[src/rtl/rca16_accumulator.sv]
// Frame accumulator around a 16-bit XNOR-based ripple-carry adder.
// The adder's carry-out increments the accumulator's high part; wrap of the full accumulator sets a sticky flag.

module xnor_based_ripple_carry_adder16 (
  input  logic [15:0] add1_i,
  input  logic [15:0] add2_i,
  output logic [16:0] result_o
);

  logic [16:0] carry;
  logic [15:0] prop;

  assign carry[0] = 1'b0;

  genvar i;
  generate
    for (i = 0; i < 16; i++) begin : g_bit
      // Double XNOR gives the three-input XOR of a full adder.
      assign prop[i]        = add1_i[i] ^ add2_i[i];
      assign result_o[i]    = ~((~(add1_i[i] ^ add2_i[i])) ^ carry[i]);
      assign carry[i+1]     = (add1_i[i] & add2_i[i]) | (carry[i] & prop[i]);
    end
  endgenerate

  assign result_o[16] = carry[16];

endmodule

// state  | meaning
// IDLE   | waiting for start_i; outputs hold the last frame result
// ACCUM  | accepting words until the word count runs out
// DONE   | one-cycle done pulse, sum_o final
module rca16_accumulator #(
  parameter int ACC_W = 20
) (
  input  logic             clk_i,
  input  logic             rst_i,
  input  logic             start_i,
  input  logic [7:0]       len_i,
  input  logic [15:0]      data_i,
  input  logic             valid_i,
  output logic             ready_o,
  output logic             busy_o,
  output logic [ACC_W-1:0] sum_o,
  output logic             ovf_o,
  output logic             done_o
);

  localparam int HI_W = ACC_W - 16;

  typedef enum logic [1:0] {
    IDLE  = 2'd0,
    ACCUM = 2'd1,
    DONE  = 2'd2
  } state_t;

  state_t           state_q;
  logic [ACC_W-1:0] acc_q;
  logic [ACC_W-1:0] acc_d;
  logic             ovf_q;
  logic             ovf_evt;
  logic [7:0]       cnt_q;
  logic             ready_q;
  logic             busy_q;
  logic             done_q;
  logic [16:0]      add_res;
  logic [HI_W-1:0]  acc_hi;

  xnor_based_ripple_carry_adder16 u_adder (
    .add1_i   (acc_q[15:0]),
    .add2_i   (data_i),
    .result_o (add_res)
  );

  assign acc_hi  = acc_q[ACC_W-1:16];
  assign acc_d   = {acc_hi + HI_W'(add_res[16]), add_res[15:0]};
  assign ovf_evt = add_res[16] & (&acc_hi);

  always_ff @(posedge clk_i) begin
    if (rst_i) begin
      state_q <= IDLE;
      acc_q   <= '0;
      ovf_q   <= 1'b0;
      cnt_q   <= '0;
      ready_q <= 1'b0;
      busy_q  <= 1'b0;
      done_q  <= 1'b0;
    end else begin
      case (state_q)
        IDLE: begin
          done_q <= 1'b0;
          if (start_i) begin
            acc_q  <= '0;
            ovf_q  <= 1'b0;
            busy_q <= 1'b1;
            if (len_i != 8'd0) begin
              cnt_q   <= len_i;
              ready_q <= 1'b1;
              state_q <= ACCUM;
            end else begin
              done_q  <= 1'b1;
              state_q <= DONE;
            end
          end
        end
        ACCUM: begin
          if (valid_i && ready_q) begin
            acc_q <= acc_d;
            ovf_q <= ovf_q | ovf_evt;
            cnt_q <= cnt_q - 8'd1;
            if (cnt_q == 8'd1) begin
              ready_q <= 1'b0;
              done_q  <= 1'b1;
              state_q <= DONE;
            end
          end
        end
        DONE: begin
          done_q  <= 1'b0;
          busy_q  <= 1'b0;
          ready_q <= 1'b0;
          state_q <= IDLE;
        end
        default: begin
          done_q  <= 1'b0;
          busy_q  <= 1'b0;
          ready_q <= 1'b0;
          state_q <= IDLE;
        end
      endcase
    end
  end

  assign ready_o = ready_q;
  assign busy_o  = busy_q;
  assign done_o  = done_q;
  assign sum_o   = acc_q;
  assign ovf_o   = ovf_q;

endmodule

[config.mk]
export PLATFORM = sky130hd
export DESIGN_NAME = rca16_accumulator
export DESIGN_NICKNAME = d
export VERILOG_FILES = /design/src/rtl/rca16_accumulator.sv
export SDC_FILE = /design/constraint.sdc
export NUM_CORES = 1
export LEC_CHECK = 0
export BUFFER_PORTS_ARGS = -buffer_cell sky130_fd_sc_hd__buf_4
export CAP_MARGIN = 30
export CORE_ASPECT_RATIO = 0.5
export CORE_UTILIZATION = 40
export DETAILED_ROUTE_END_ITERATION = 7
export MAX_ROUTING_LAYER = met4
export PLACE_DENSITY_LB_ADDON = 0.2
export SKIP_LAST_GASP = 1
export SLEW_MARGIN = 20
export SYNTH_ARGS = -nofsm -noshare
export SYNTH_HDL_FRONTEND = slang
export SYNTH_SLANG_ARGS = --single-unit
[constraint.sdc]
create_clock -name clk_i -period 9.03 [get_ports clk_i]
set_input_delay 0.903 -clock clk_i [delete_from_list [all_inputs] [get_ports clk_i]]
set_output_delay 0.903 -clock clk_i [all_outputs]
set_load 0.01 [all_outputs]
# == After elaboration in Yosys (flattened, before gate mapping) ==
# Index checks and enable logic that the tools add are counted.
# Widths: inputs -> output; s select.
# totals
mem_bits_rw,0
latchBits,0
ff_bits,34
inputBits,28
out_inout_bits,24
mem_bits_ro,0
memories,0
elab_cells,163
# classes
mul,0
n_addsub,2
n_eq_ne,6
div,0
n_bitwise,110
reduce_logical,11
n_mux,27
order_cmp,0
shifts,0
# ops
operator,count
$mux 20,2
$pmux 20 s2,1
$and 1x1->1,32
$not 1->1,31
$xor 1x1->1,31
$mux 8,3
$or 1x1->1,16
$pmux 8 s2,1
$reduce_and 4->1,3
$mux 1,11
$eq 8x1->1 const B,1
$mux 2,4
$ne 2x2->1 const B,4
$pmux 1 s2,4
$reduce_bool 8->1,1
$sub 8x1->8 const B,1
$reduce_and 3->1,2
$add 4x1->4,1
$pmux 2 s2,1
$reduce_and 2->1,2
$eq 2x1->1 const B,1
$logic_not 2->1,1
$reduce_bool 2->1,1
$logic_and 1x1->1,1

# == Longest topological paths before layout ==
# logic_depth
depth_word,35
depth_mapped,23
depth_no_buf,23

# == Hierarchy ==
# From an unflattened synthesis, not the netlist that was laid out.
# unflattened
cells_unflattened,195
hier_area_um2,1885.6
# by_module_without_submodules
module,n_inst,cells_each,area_each_um2,seq_area_each_um2
rca16_accumulator,1,169,1535.2,680.7
xnor_based_ripple_carry_adder16,1,26,350.3,0.0

# == Worst setup path after synthesis ==
# No wires, ideal clock.
# synth_timing
path_type,input to register
start,input data_i[0]
end,register acc_q[19] (netlist: sum_o[19])
setup_ns,0.128
cell_stages,23
required_time_ns,8.902
path_buffers,0
setup_slack_ns,1.500
arrival_ns,7.402
path_cell_list,ha_1 -> inv_1 -> fa_1 -> fa_1 -> fa_1 -> fa_1 -> fa_1 -> fa_1 -> fa_1 -> fa_1 -> fa_1 -> fa_1 -> fa_1 -> fa_1 -> fa_1 -> fa_1 -> inv_1 -> fa_1 -> ha_1 -> inv_1 -> a2111oi_0 -> xnor2_1 -> nor3_1
# synth_between
elab_chain_len,34
# synth_rtl
element,line,text
start: declaration,40,"input logic [15:0] data_i,"
$and 1x1->1 (2 in a row),21,assign carry[i+1] = (add1_i[i] & add2_i[i]) | (carry[i] & prop[i]);
$or 1x1->1,21,
$and 1x1->1,21,
$or 1x1->1,21,
$and 1x1->1,21,
$or 1x1->1,21,
$and 1x1->1,21,
$or 1x1->1,21,
[17 not listed],n/a,
$or 1x1->1,21,
$and 1x1->1,21,
$or 1x1->1,21,
$and 1x1->1,21,
$or 1x1->1,21,
$add 4x1->4,76,"assign acc_d = {acc_hi + HI_W'(add_res[16]), add_res[15:0]};"
$mux 20,107,if (valid_i && ready_q) begin
$pmux 20 s2,89,case (state_q)
end signal: assignment,82,acc_q <= '0;
end signal: assignment,93,acc_q <= '0;
end signal: assignment,108,acc_q <= acc_d;
end: declaration,58,logic [ACC_W-1:0] acc_q;
# No other way between the ends. The select of a mux whose other input is x is not followed.
# A chain may end at the register's enable or synchronous reset.

# == Worst setup path after layout ==
# Same ends and word-level chain as after synthesis.

==> out/results.txt <==
status: completed
Synth warnings: 0
Setup crit start: data_i[0]
Async S/R FF share, synth: 0%
layout cell share with drive strength beyond 1: 22.11%
CP max FO: 2
DR pass1 iterations: 4
Hold Crit Class: reg -> reg
GRT met3 Usage: 4.973%
Top Ports: 52
Final WS setup: 1.248 ns
relative slew slack: 44.28%
critical path buffer and inverter count: 4
Post-DP HPWL: 3388 um
Yosys cell types: 41
max_cap viols: 0
pwr/cell area: 141.0 nW/um^2
commonest non-fill, non-tap cells in the layout: buf_4, inv_1, nor2_1
global route overflow: 0
most common cell after layout, fill and taps aside: buf_4
area of the multi-input gates: 1111 um^2
1st-iter DRT viols: 82
DR DRC count: 0
wire length per cell: 13.13 um
largest net degree at the start of global routing: 33
RSZ-0062 raised after global routing: no
Skew-Pair Late Insertion Delay: 0.29 ns
total chip power: 351.8 uW
Static Leak: 0.001041 uW
Post-CTS Setup Repair Bufs: 0
Most Crowded Layer GR: met2
Diodes inserted: 0
Placer Congestion: 0.8533
initial antenna violation count: 0
Core Footprint: 4573 um^2
Synth Area per Inst: 8.368 um^2
post-route ant nets: 0
Fillers: 439
FF-to-FF End: sum_o[19]
FF/Latch Area: 680.7 um^2
CP cell instances: buf_4, ha_1, inv_1, fa_1, fa_1, fa_1, fa_1, fa_1, fa_1, fa_1, fa_1, fa_1, fa_1, fa_1, fa_1, fa_1, fa_1, inv_1, fa_1, ha_1, inv_1, a2111oi_0, xnor2_1, nor3_1
crit-path leading delay family: adder cells
setup TNS: 0 ns
via count of the first global-routing pass: 1,715
post-route minimum period: 7.782 ns
endpoints failing setup: 0
Buffers on Ports: 51
Reg2Reg Depth: 23
drt via density: 5.063
final period utilization: 86.18%
Max Fclk: 0.1285 GHz
DR vias: 1,777
reg2reg start: sum_o[0]
most frequent CP cell: fa_1
GRT Util Overall: 19.98%
Syn Inst Count: 237
measured slew at the worst slew-check pin: 0.8358 ns
# nets final: 332
Setup CP Type: in -> reg
routing usage on met2: 31.64%
global-route wire length before repair: 7762 um
syn nets: 285
final hold vios: 0
Slowest-stage cell, CP: a2111oi_0
H-tree depth: 2
Initial Util: 43.37%
CP Capture Type: flip-flop
Post-CTS Resized: 0
clock skew: 0.005926 ns
Synth Cell Area: 1983 um^2
#FFs+latches synth: 34
root buffer cell: clkbuf_8
critical path launch point type: primary input
Total Routed Length: 4607 um
Die H: 51.79 um
Main synth FF type: dfxtp_1
cts bufs inserted: 5
CTS sink cnt: 34
# rows: 17
CTS tree: yes
dpl ws: 0.9900 ns
clk slew on worst S/H paths: 0.07 ns
Max Slew Vio Count: 0
Syn-to-layout area delta: 25.80%
register-to-register setup slack: 1.56 ns
final core occ: 54.56%
WHS: 0.4597 ns
die width: 101.6 um
CP Capture Point: sum_o[19]
met1 GRT Util: 24.85%
Max IR drop VDD: 0.06822 mV
delay of the slowest critical-path stage: 0.48 ns
hold buffer count at cts: 0
post-synthesis sequential area ratio: 34.32%
WP data required: 9.19 ns
Longest Clk Path Bufs: 2
die area: 5261 um^2
WP depth: 24
EDFF count, synth: 0
Crit path arrival time: 7.94 ns
==> cells in the mapped netlist, types with 3 or more instances <==
cell      number  area (um^2)
nand2b_1       4        25.02
nand2_1        5        18.77
a22oi_1        4        30.03
nand3_1        7        35.03
inv_1         39        146.4
nor3b_1        3        22.52
a21oi_1       26        130.1
or4_1          3        22.52
a32o_1         3        30.03
clkbuf_1       8        30.03
nor3_1         5        25.02
ha_1           5        62.56
o21a_1         3        22.52
or3_1          3        18.77
nor2_1        39        146.4
a211o_1        3        26.28
dfxtp_1       34        680.7
fa_1          15        300.3
buf_2          3        15.01
==> worst register-to-register path, stage by stage (launching register included) <==
cell	delay, ns
dfxtp_1	0.36
ha_1	0.16
inv_1	0.05
fa_1	0.39
fa_1	0.40
fa_1	0.40
fa_1	0.39
fa_1	0.41
fa_1	0.41
fa_1	0.40
fa_1	0.40
fa_1	0.41
fa_1	0.41
fa_1	0.39
fa_1	0.38
fa_1	0.39
fa_1	0.38
inv_1	0.08
fa_1	0.19
ha_1	0.18
inv_1	0.04
a2111oi_0	0.48
xnor2_1	0.18
nor3_1	0.06
==> where the power goes <==
part / internal (uW) / leakage [uW] / switching (uW)
combinational: 30.4 / 0.000716 / 36.5
clock: 61.6 / 0.0000482 / 58.5
sequential: 157 / 0.000276 / 7.97
total: 249 / 0.00104 / 103
==> per-layer routing <==
layer,vias to the layer above,share of wire [%]
li1,882,-
met1,839,46
met2,48,47
met3,8,6.5
met4,0,1.2
met5,-,0
==> cells by family (layout without fill, tap and decap cells) <==
logic type / after synthesis / count (layout) / synth area share, %
simple gates: 80 / 80 / 20.32
compound gates: 52 / 52 / 16.97
buf+inv: 50 / 98 / 9.653
flops: 34 / 34 / 34.32
fa+ha+maj: 20 / 20 / 18.30
xor+xnor: 1 / 1 / 0.4417
==> final cells by class <==
type | count | area share, %
repair buffers | 51 | 15.35
clock inverters | 1 | 0.2006
clock buffers | 7 | 3.460
inverters | 39 | 5.868
flip-flops and latches | 34 | 27.28
multi-input cells | 153 | 44.53
well taps | 66 | 3.310
==> metrics by stage <==
step,area [um^2],cells
after detailed placement,2404,343
final,2495,351
after floorplan,1983,237
after global routing,2495,351
after global placement,2404,343
after CTS,2495,351
==> worst min-delay path by stage <==
stage                  start       end  slack [ns]  cells after the start
finish                busy_o    busy_o        0.46                      2
global route          done_o    done_o        0.49                      1
CTS                   busy_o    busy_o        0.46                      2
detailed placement    busy_o    busy_o        0.45                      2
global placement      done_o    done_o        0.45                      1
floorplan           cnt_q[6]  cnt_q[6]        0.46                      2
==> registers in the layout, indices dropped and copies added (netlist names) <==
name	flops
ready_o	1
busy_o	1
cnt_q	8
sum_o	20
state_q	2
done_o	1
ovf_o	1
Power figures use the tool's default switching activity.
